===== config.mk =====
export PLATFORM = sky130hd
export DESIGN_NAME = alu_iter
export DESIGN_NICKNAME = d
export VERILOG_FILES = /design/src/rtl/alu_iter_pkg.sv /design/src/rtl/alu_iter_muldiv.sv /design/src/rtl/alu_iter.sv
export SDC_FILE = /design/constraint.sdc
export NUM_CORES = 1
export LEC_CHECK = 0
export ABC_AREA = 0
export BUFFER_PORTS_ARGS = -buffer_cell sky130_fd_sc_hd__buf_2
export CORE_MARGIN = 2
export CORE_UTILIZATION = 40
export DETAILED_ROUTE_END_ITERATION = 16
export MAX_ROUTING_LAYER = met4
export PLACE_DENSITY_LB_ADDON = 0.2
export SLEW_MARGIN = 20
export SYNTH_ARGS = -nofsm -noshare
export SYNTH_HDL_FRONTEND = slang
export SYNTH_HIERARCHICAL = 1
export SYNTH_SLANG_ARGS = --single-unit

===== constraint.sdc =====
create_clock -name clk -period 3.8 [get_ports clk]
set_clock_uncertainty 0.2 [all_clocks]
set_input_delay 0.19 -clock clk [delete_from_list [all_inputs] [get_ports clk]]
set_output_delay 0.19 -clock clk [all_outputs]
set_load 0.05 [all_outputs]

===== src/rtl/alu_iter_pkg.sv =====
// alu_iter_pkg: shared definitions for the iterative ALU.
//
// Holds the core's existing `define-style op codes and PSW bit positions
// (guarded so other core files can carry the same block), typed localparam
// mirrors of them, and the controller state type.
//
// No ports (package).

`ifndef ALU_DEFS
`define ALU_DEFS
`define ALU_OP_ADD  4'd0
`define ALU_OP_ADDC 4'd1
`define ALU_OP_SUBB 4'd2
`define ALU_OP_INC  4'd3
`define ALU_OP_DEC  4'd4
`define ALU_OP_MUL  4'd5
`define ALU_OP_DIV  4'd6
`define ALU_OP_ANL  4'd7
`define ALU_OP_ORL  4'd8
`define ALU_OP_XRL  4'd9
`define ALU_OP_CLR  4'd10
`define ALU_OP_CPL  4'd11
`define ALU_OP_MOV  4'd12
`define ALU_OP_SETB 4'd13
`define PSW_CY 7
`define PSW_AC 6
`define PSW_OV 2
`define PSW_P  0
`endif

package alu_iter_pkg;

  localparam logic [3:0] OP_ADD  = `ALU_OP_ADD;
  localparam logic [3:0] OP_ADDC = `ALU_OP_ADDC;
  localparam logic [3:0] OP_SUBB = `ALU_OP_SUBB;
  localparam logic [3:0] OP_INC  = `ALU_OP_INC;
  localparam logic [3:0] OP_DEC  = `ALU_OP_DEC;
  localparam logic [3:0] OP_MUL  = `ALU_OP_MUL;
  localparam logic [3:0] OP_DIV  = `ALU_OP_DIV;
  localparam logic [3:0] OP_ANL  = `ALU_OP_ANL;
  localparam logic [3:0] OP_ORL  = `ALU_OP_ORL;
  localparam logic [3:0] OP_XRL  = `ALU_OP_XRL;
  localparam logic [3:0] OP_CLR  = `ALU_OP_CLR;
  localparam logic [3:0] OP_CPL  = `ALU_OP_CPL;
  localparam logic [3:0] OP_MOV  = `ALU_OP_MOV;
  localparam logic [3:0] OP_SETB = `ALU_OP_SETB;

  localparam int CY_BIT = `PSW_CY;
  localparam int AC_BIT = `PSW_AC;
  localparam int OV_BIT = `PSW_OV;
  localparam int P_BIT  = `PSW_P;

  // ST_FIN is the cycle in which done is high; a new start is accepted there.
  typedef enum logic [1:0] {
    ST_IDLE,
    ST_ITER,
    ST_FIN
  } state_t;

endpackage


===== src/rtl/alu_iter_muldiv.sv =====
// alu_muldiv_iter: iterative multiply / restoring-divide engine.
//
// Ports:
//   clk, rst_n   clock, asynchronous active-low reset
//   go           load operands and start DATA_W iteration steps
//   mode         0 = MUL (shift-add), 1 = DIV (restoring subtract), sampled on go
//   a_data       multiplicand / dividend
//   b_data       multiplier / divisor (must be non-zero for DIV)
//   fin          high during the last iteration step
//   lo, hi       word values produced by the step taken this cycle; on fin
//                they are the final product {hi,lo} or quotient lo / remainder hi
//
// The outputs are the combinational next-step values so that the
// controller can register the final result on the same edge as the last
// step, giving a DATA_W+1 cycle total latency.

module alu_muldiv_iter
  import alu_iter_pkg::*;
#(
  parameter int DATA_W = 8
) (
  input  logic              clk,
  input  logic              rst_n,
  input  logic              go,
  input  logic              mode,
  input  logic [DATA_W-1:0] a_data,
  input  logic [DATA_W-1:0] b_data,
  output logic              fin,
  output logic [DATA_W-1:0] lo,
  output logic [DATA_W-1:0] hi
);

  localparam int CW = $clog2(DATA_W + 1);

  logic [CW-1:0]     count;
  logic              mode_q;
  logic [DATA_W-1:0] lo_q;
  logic [DATA_W-1:0] hi_q;
  logic [DATA_W-1:0] b_q;

  logic [DATA_W:0] add_sum;
  logic [DATA_W:0] rem_shift;
  logic [DATA_W:0] rem_diff;

  // One step of either algorithm.
  // MUL: conditionally add B into the high word, then shift {carry,hi,lo}
  //      right by one; after DATA_W steps {hi,lo} is the full product.
  // DIV: shift the next dividend bit into the partial remainder and try to
  //      subtract B; the remainder is always < B so the shifted value fits
  //      in DATA_W+1 bits and bit DATA_W of the difference is the sign.
  always_comb begin
    add_sum   = {1'b0, hi_q} + (lo_q[0] ? {1'b0, b_q} : '0);
    rem_shift = {hi_q, lo_q[DATA_W-1]};
    rem_diff  = rem_shift - {1'b0, b_q};
    if (mode_q) begin
      if (!rem_diff[DATA_W]) begin
        hi = rem_diff[DATA_W-1:0];
        lo = {lo_q[DATA_W-2:0], 1'b1};
      end else begin
        hi = rem_shift[DATA_W-1:0];
        lo = {lo_q[DATA_W-2:0], 1'b0};
      end
    end else begin
      hi = add_sum[DATA_W:1];
      lo = {add_sum[0], lo_q[DATA_W-1:1]};
    end
  end

  assign fin = (count == CW'(1));

  // Operand load on go, then one step per cycle while the counter runs.
  always_ff @(posedge clk or negedge rst_n) begin
    if (!rst_n) begin
      count  <= '0;
      mode_q <= 1'b0;
      lo_q   <= '0;
      hi_q   <= '0;
      b_q    <= '0;
    end else if (go) begin
      count  <= CW'(DATA_W);
      mode_q <= mode;
      lo_q   <= a_data;
      hi_q   <= '0;
      b_q    <= b_data;
    end else if (count != '0) begin
      count <= count - CW'(1);
      lo_q  <= lo;
      hi_q  <= hi;
    end
  end

endmodule


===== src/rtl/alu_iter.sv =====
// alu_iter: registered 8051-style ALU with iterative MUL/DIV.
//
// Ports:
//   clk, rst_n   clock, asynchronous active-low reset
//   start        request, accepted when busy=0 (including the done cycle)
//   alu_op       operation code (see alu_iter_pkg)
//   a_data       operand A (ACC)
//   b_data       operand B
//   psw_in       current PSW, sampled on accept
//   busy         high while a MUL/DIV is iterating
//   done         one-cycle pulse, results valid in the same cycle
//   ans          result / MUL low word / DIV quotient
//   ans_hi       MUL high word / DIV remainder, zero for other ops
//   psw_out      updated PSW (CY, AC, OV, P at fixed bit positions)

module alu_iter
  import alu_iter_pkg::*;
#(
  parameter int DATA_W = 8,
  parameter int PSW_W  = 8
) (
  input  logic              clk,
  input  logic              rst_n,
  input  logic              start,
  input  logic [3:0]        alu_op,
  input  logic [DATA_W-1:0] a_data,
  input  logic [DATA_W-1:0] b_data,
  input  logic [PSW_W-1:0]  psw_in,
  output logic              busy,
  output logic              done,
  output logic [DATA_W-1:0] ans,
  output logic [DATA_W-1:0] ans_hi,
  output logic [PSW_W-1:0]  psw_out
);

  localparam int HB = DATA_W / 2;

  state_t             state;
  logic               is_div_q;
  logic [PSW_W-1:0]   psw_q;

  logic               add_cin;
  logic               sub_cin;
  logic [DATA_W:0]    sum_full;
  logic [DATA_W:0]    diff_full;
  logic [DATA_W-1:0]  sc_ans;
  logic [DATA_W-1:0]  sc_hi;
  logic [PSW_W-1:0]   sc_psw;
  logic               launch_iter;

  logic               md_go;
  logic               md_fin;
  logic [DATA_W-1:0]  md_lo;
  logic [DATA_W-1:0]  md_hi;
  logic [PSW_W-1:0]   md_psw;

  // Single-cycle datapath and flags, computed straight from the inputs so
  // the result can be registered on the accept edge.
  // AC is the carry/borrow into bit HB, recovered as sum ^ a ^ b at that bit.
  always_comb begin
    add_cin   = (alu_op == OP_ADDC) & psw_in[CY_BIT];
    sub_cin   = psw_in[CY_BIT];
    sum_full  = {1'b0, a_data} + {1'b0, b_data} + {{DATA_W{1'b0}}, add_cin};
    diff_full = {1'b0, a_data} - {1'b0, b_data} - {{DATA_W{1'b0}}, sub_cin};
    sc_ans    = a_data;
    sc_hi     = '0;
    sc_psw    = psw_in;
    case (alu_op)
      OP_ADD, OP_ADDC: begin
        sc_ans         = sum_full[DATA_W-1:0];
        sc_psw[CY_BIT] = sum_full[DATA_W];
        sc_psw[AC_BIT] = sum_full[HB] ^ a_data[HB] ^ b_data[HB];
        sc_psw[OV_BIT] = (a_data[DATA_W-1] == b_data[DATA_W-1]) &&
                         (sum_full[DATA_W-1] != a_data[DATA_W-1]);
      end
      OP_SUBB: begin
        sc_ans         = diff_full[DATA_W-1:0];
        sc_psw[CY_BIT] = diff_full[DATA_W];
        sc_psw[AC_BIT] = diff_full[HB] ^ a_data[HB] ^ b_data[HB];
        sc_psw[OV_BIT] = (a_data[DATA_W-1] != b_data[DATA_W-1]) &&
                         (diff_full[DATA_W-1] != a_data[DATA_W-1]);
      end
      OP_INC:  sc_ans = a_data + DATA_W'(1);
      OP_DEC:  sc_ans = a_data - DATA_W'(1);
      OP_MUL:  sc_ans = a_data;
      OP_DIV: begin
        // Only the divide-by-zero case completes here.
        sc_ans         = '1;
        sc_hi          = a_data;
        sc_psw[CY_BIT] = 1'b0;
        sc_psw[OV_BIT] = 1'b1;
      end
      OP_ANL:  sc_ans = a_data & b_data;
      OP_ORL:  sc_ans = a_data | b_data;
      OP_XRL:  sc_ans = a_data ^ b_data;
      OP_CLR:  sc_ans = '0;
      OP_CPL:  sc_ans = ~a_data;
      OP_MOV:  sc_ans = b_data;
      OP_SETB: sc_ans = DATA_W'(1);
      default: sc_ans = a_data;
    endcase
    sc_psw[P_BIT] = ^sc_ans;
  end

  // MUL always iterates; DIV iterates unless the divisor is zero.
  assign launch_iter = (alu_op == OP_MUL) ||
                       ((alu_op == OP_DIV) && (b_data != '0));

  assign md_go = start && (state != ST_ITER) && launch_iter;

  // Flags for a finished MUL/DIV, built on the PSW latched at accept.
  always_comb begin
    md_psw         = psw_q;
    md_psw[CY_BIT] = 1'b0;
    md_psw[OV_BIT] = is_div_q ? 1'b0 : (md_hi != '0);
    md_psw[P_BIT]  = ^md_lo;
  end

  alu_muldiv_iter #(
    .DATA_W (DATA_W)
  ) u_muldiv (
    .clk    (clk),
    .rst_n  (rst_n),
    .go     (md_go),
    .mode   (alu_op == OP_DIV),
    .a_data (a_data),
    .b_data (b_data),
    .fin    (md_fin),
    .lo     (md_lo),
    .hi     (md_hi)
  );

  // Controller. Results are registered on the edge that enters ST_FIN, so
  // done and the outputs appear together; ST_FIN also accepts a new start
  // for back-to-back operation. A start during ST_ITER is dropped.
  always_ff @(posedge clk or negedge rst_n) begin
    if (!rst_n) begin
      state    <= ST_IDLE;
      busy     <= 1'b0;
      done     <= 1'b0;
      ans      <= '0;
      ans_hi   <= '0;
      psw_out  <= '0;
      is_div_q <= 1'b0;
      psw_q    <= '0;
    end else begin
      done <= 1'b0;
      case (state)
        ST_IDLE, ST_FIN: begin
          if (start) begin
            is_div_q <= (alu_op == OP_DIV);
            psw_q    <= psw_in;
            if (launch_iter) begin
              state <= ST_ITER;
              busy  <= 1'b1;
            end else begin
              state   <= ST_FIN;
              done    <= 1'b1;
              ans     <= sc_ans;
              ans_hi  <= sc_hi;
              psw_out <= sc_psw;
            end
          end else begin
            state <= ST_IDLE;
          end
        end
        ST_ITER: begin
          if (md_fin) begin
            state   <= ST_FIN;
            busy    <= 1'b0;
            done    <= 1'b1;
            ans     <= md_lo;
            ans_hi  <= md_hi;
            psw_out <= md_psw;
          end
        end
        default: state <= ST_IDLE;
      endcase
    end
  end

endmodule


==> parameters.txt <==
Parameter                              Value

Outcome
  Status ... finished, final reports clean

Yosys
  Number of synthesized register bits ... 63
  Sequential area share after synthesis ... 0.2581
  Number of library cell types mapped by synthesis ... 84
  Synth warnings ... 6
  Gate count after technology mapping ... roughly 740
  Netlist area before placement ... 0.006107 mm^2
  Async set-or-reset flop fraction in the synthesized netlist ... 1.000
  Syn nets ... just over 800
  EDFF count, synth ... 0
  Main synth FF type ... sky130_fd_sc_hd__dfrtp_1
  Syn_area_per_cell ... 8.220 um^2

Placed design
  Number of placed instances with taps included ... between 900 and 1000
  Dpl hpwl ... ~14000 um
  Placed cell areas ... about 0.0067 mm^2
  Routability cong. ... a little under 1
  Placement-stage worst setup slack ... between 30 and 40 ps
  Count of port buffers added during placement ... between 50 and 60

Routing
  Initial DRC count ... about 470
  Average via count per standard cell ... just under 6
  Count of unresolved DRC violations after routing ... 0
  Post-Route WL ... between 15000 and 20000 um
  Number of nets still failing antenna checks after routing ... 0
  Routed len/inst ... between 15 and 20 um
  Total number of vias ... about 5900
  First-pass detailed-route iteration total ... 5

Floorplanning
  Overall die area ... ~0.016 mm^2
  Floorplan die height ... 127.6 um
  Area of the core region ... ~0.015 mm^2
  Placement row count ... between 40 and 50
  Horizontal extent of the die ... approximately 130 um
  Effective utilization at floorplan ... 0.4062
  Top-level I/O count ... 57

Cells and area
  Layout area overhead ... 16.49%
  Share of post-route cells with drive strength above 1 ... 0.1760
  Post-route design area ... slightly above 0.007 mm^2
  Final net count ... around 900
  Number of standard cells in the final layout excluding fillers ... between 1000 and 1500
  Number of antenna repair diodes ... 0

Clocking
  Clock Pin Slew Worst Setup and Hold Paths ... about 50 ps
  Clock insertion delay at the later pin of the skew report ... between 300 and 400 ps
  Htree depth ... 3
  Clock buffer count from CTS ... 9
  Clock root buffer ... sky130_fd_sc_hd__clkbuf_16
  Total clock sinks ... 63
  Post-CTS setup-driven buffer insertion count ... 0
  CTS tree ... done
  Clock Tree Buf Depth ... 2

GRT
  Global-route wire length before repair ... approximately 31000 um
  Antenna violations before repair ... 0
  Largest net degree at the start of global routing ... between 50 and 60
  Grt total ovfl ... 0
  Global-route total usage across every layer ... 0.2438
  Number of global-route vias before repair ... ~6000

Power
  Static Leakage ... between 3 and 4 nW
  Worst VDD drop ... approximately 0.00026 V
  Total power per unit cell area ... around 700 mW/mm^2
  Total power ... approximately 4.9 mW

Worst setup path
  Largest fanout of any net on the critical path ... 5
  Library cell appearing most often on the critical path ... sky130_fd_sc_hd__xnor2_1
  Element type at the critical path start ... input port
  Type of the worst setup path ... input port to flop
  CP max-delay cell ... sky130_fd_sc_hd__dlygate4sd3_1
  Critical-path cell list ... dlygate4sd3_1, buf_2, inv_1, ha_1, nor2b_1, o31ai_2, nand3_1, a31oi_1, xnor2_1, a221o_1, o21ai_0, o2bb2ai_1, xnor2_1, a221oi_2
  Largest stage delay, worst path ... 530 ps
  WP data required ... approximately 3800 ps
  Element type at the critical path end ... flop
  Data arrival time of the critical path ... ~3700 ps

STA
  Relative slew slack ... 0.4055
  Number of pins with negative max-slew slack in the final report ... 0
  Number of hold violations in the final report ... 0
  Least-Margin Pin Slew ... between 800 and 900 ps
  Sum Neg Setup Slack ... 0 ps
  Maximum achievable frequency ... 0.2752 GHz
  Count of endpoints failing setup in the final report ... 0
  Final Cycle Share ... 0.9562
  Time the worst path needs with I/O delays and setup ... ~3600 ps
  Least setup slack across all paths after layout ... about 170 ps
  Unrepaired setup endpoints after global routing ... no

Worst hold path
  Min-Delay Path Class ... input port to flop

Flow run
  Max-Cap Viols ... 0
-- area by class of cell --
type / count / area (um^2)
fillers: 1492 / 7919
multi-input cells: 592 / 4184
flip-flops and latches: 63 / 1577
repair buffers: 100 / 633.1
well taps: 188 / 235.2
clock buffers: 10 / 229.0
inverters: 49 / 183.9
clock inverters: 4 / 72.57
-- cell usage in the layout (no fill, tap or decap), drive strengths merged, types with 8 or more instances in the layout --
master       instances
buf                 92
nor2                67
nand2               66
dfrtp               63
o21ai               50
inv                 49
ha                  49
a21oi               40
xnor2               29
a31oi               24
nand3               23
nor3                20
mux2                15
nand2b              13
nor2b               13
and2                13
mux2i               13
a211oi              12
clkbuf              10
o21a                 9
nor4                 9
dlygate4sd3          8
-- power by group --
part | internal, mW | total, mW | leakage [nW] | switching [mW]
combinational | 1.19 | 2.98 | 2.24 | 1.79
clock | 0.565 | 0.846 | 0.144 | 0.281
sequential | 0.904 | 1.09 | 0.752 | 0.187
-- sequential cells by signal, summed over array words and instances (netlist names) --
register,flops
ans,8
ans_hi,8
busy,1
done,1
is_div_q,1
psw_out,8
psw_q,5
state,2
u_muldiv/b_q,8
u_muldiv/count,4
u_muldiv/hi_q,8
u_muldiv/lo_q,8
u_muldiv/mode_q,1
-- cell families after synthesis --
group | synth area share
DFF | 0.2581
and+or+nand+nor | 0.2147
AOI/OAI and AO/OA | 0.2444
muxes | 0.05019
xor gates and xnor gates | 0.05388
buffers and inverters | 0.05860
adders and majority gates | 0.1201
-- through the flow --
step | utilization | hold WS (ps)
final | 0.4732 | 4.712
after global routing | 0.4732 | 39.22
after floorplan | - | -305.6
after CTS | 0.4725 | 3.761
after global placement | 0.4471 | -99.57
after detailed placement | 0.4471 | -97.64
-- synth_stat cells (13+ instances only) --
library cell | n | share of area
sky130_fd_sc_hd__and2_1 | 13 | 0.013
sky130_fd_sc_hd__ha_1 | 49 | 0.10
sky130_fd_sc_hd__a31oi_1 | 23 | 0.024
sky130_fd_sc_hd__nand2b_1 | 13 | 0.013
sky130_fd_sc_hd__o21ai_0 | 47 | 0.039
sky130_fd_sc_hd__mux2_2 | 14 | 0.026
sky130_fd_sc_hd__nand2_1 | 65 | 0.040
sky130_fd_sc_hd__clkbuf_1 | 24 | 0.015
sky130_fd_sc_hd__nand3_1 | 23 | 0.019
sky130_fd_sc_hd__dfrtp_1 | 63 | 0.26
sky130_fd_sc_hd__inv_1 | 49 | 0.030
sky130_fd_sc_hd__buf_2 | 13 | 0.011
sky130_fd_sc_hd__a21oi_1 | 39 | 0.032
sky130_fd_sc_hd__nor2b_1 | 13 | 0.013
sky130_fd_sc_hd__xnor2_1 | 29 | 0.042
sky130_fd_sc_hd__nor2_1 | 66 | 0.041
sky130_fd_sc_hd__nor3_1 | 18 | 0.015
-- timing repair --
item / CTS / global route
endpoints found under the hold margin: 22 / 0
hold buffers: 8 / 0
setup endpoints to repair: 0 / 2
resized for setup: 0 / 4
-- worst paths after layout --
kind	start	endpoint	slack [ps]	depth (start not counted)
max	b_data[1]	psw_out[0]	170	14
min	start	busy	5	3
max reg2reg	u_muldiv/lo_q[7]	psw_out[2]	240	14
min reg2reg	ans[6]	ans[6]	280	2
max in group asynchronous	rst_n	u_muldiv/b_q[2]	2360	3
min in group asynchronous	rst_n	u_muldiv/hi_q[6]	90	2
-- routing by layer --
metal	routed length, um	share of wire	track usage
met5	0	0	-
met4	494	0.026	0.08597
met3	941	0.050	0.02889
met2	8864	0.47	0.4042
met1	8518	0.45	0.3086
-- worst max-delay path, delay by kind of cell --
family	cells	cell delay [ps]
xor gates and xnor gates	2	240
buffers and inverters	3	930
and+or+nand+nor	2	310
AOI/OAI and AO/OA	6	1700
adders and majority gates	1	300
Note: power is estimated with default switching activity, not from simulation.
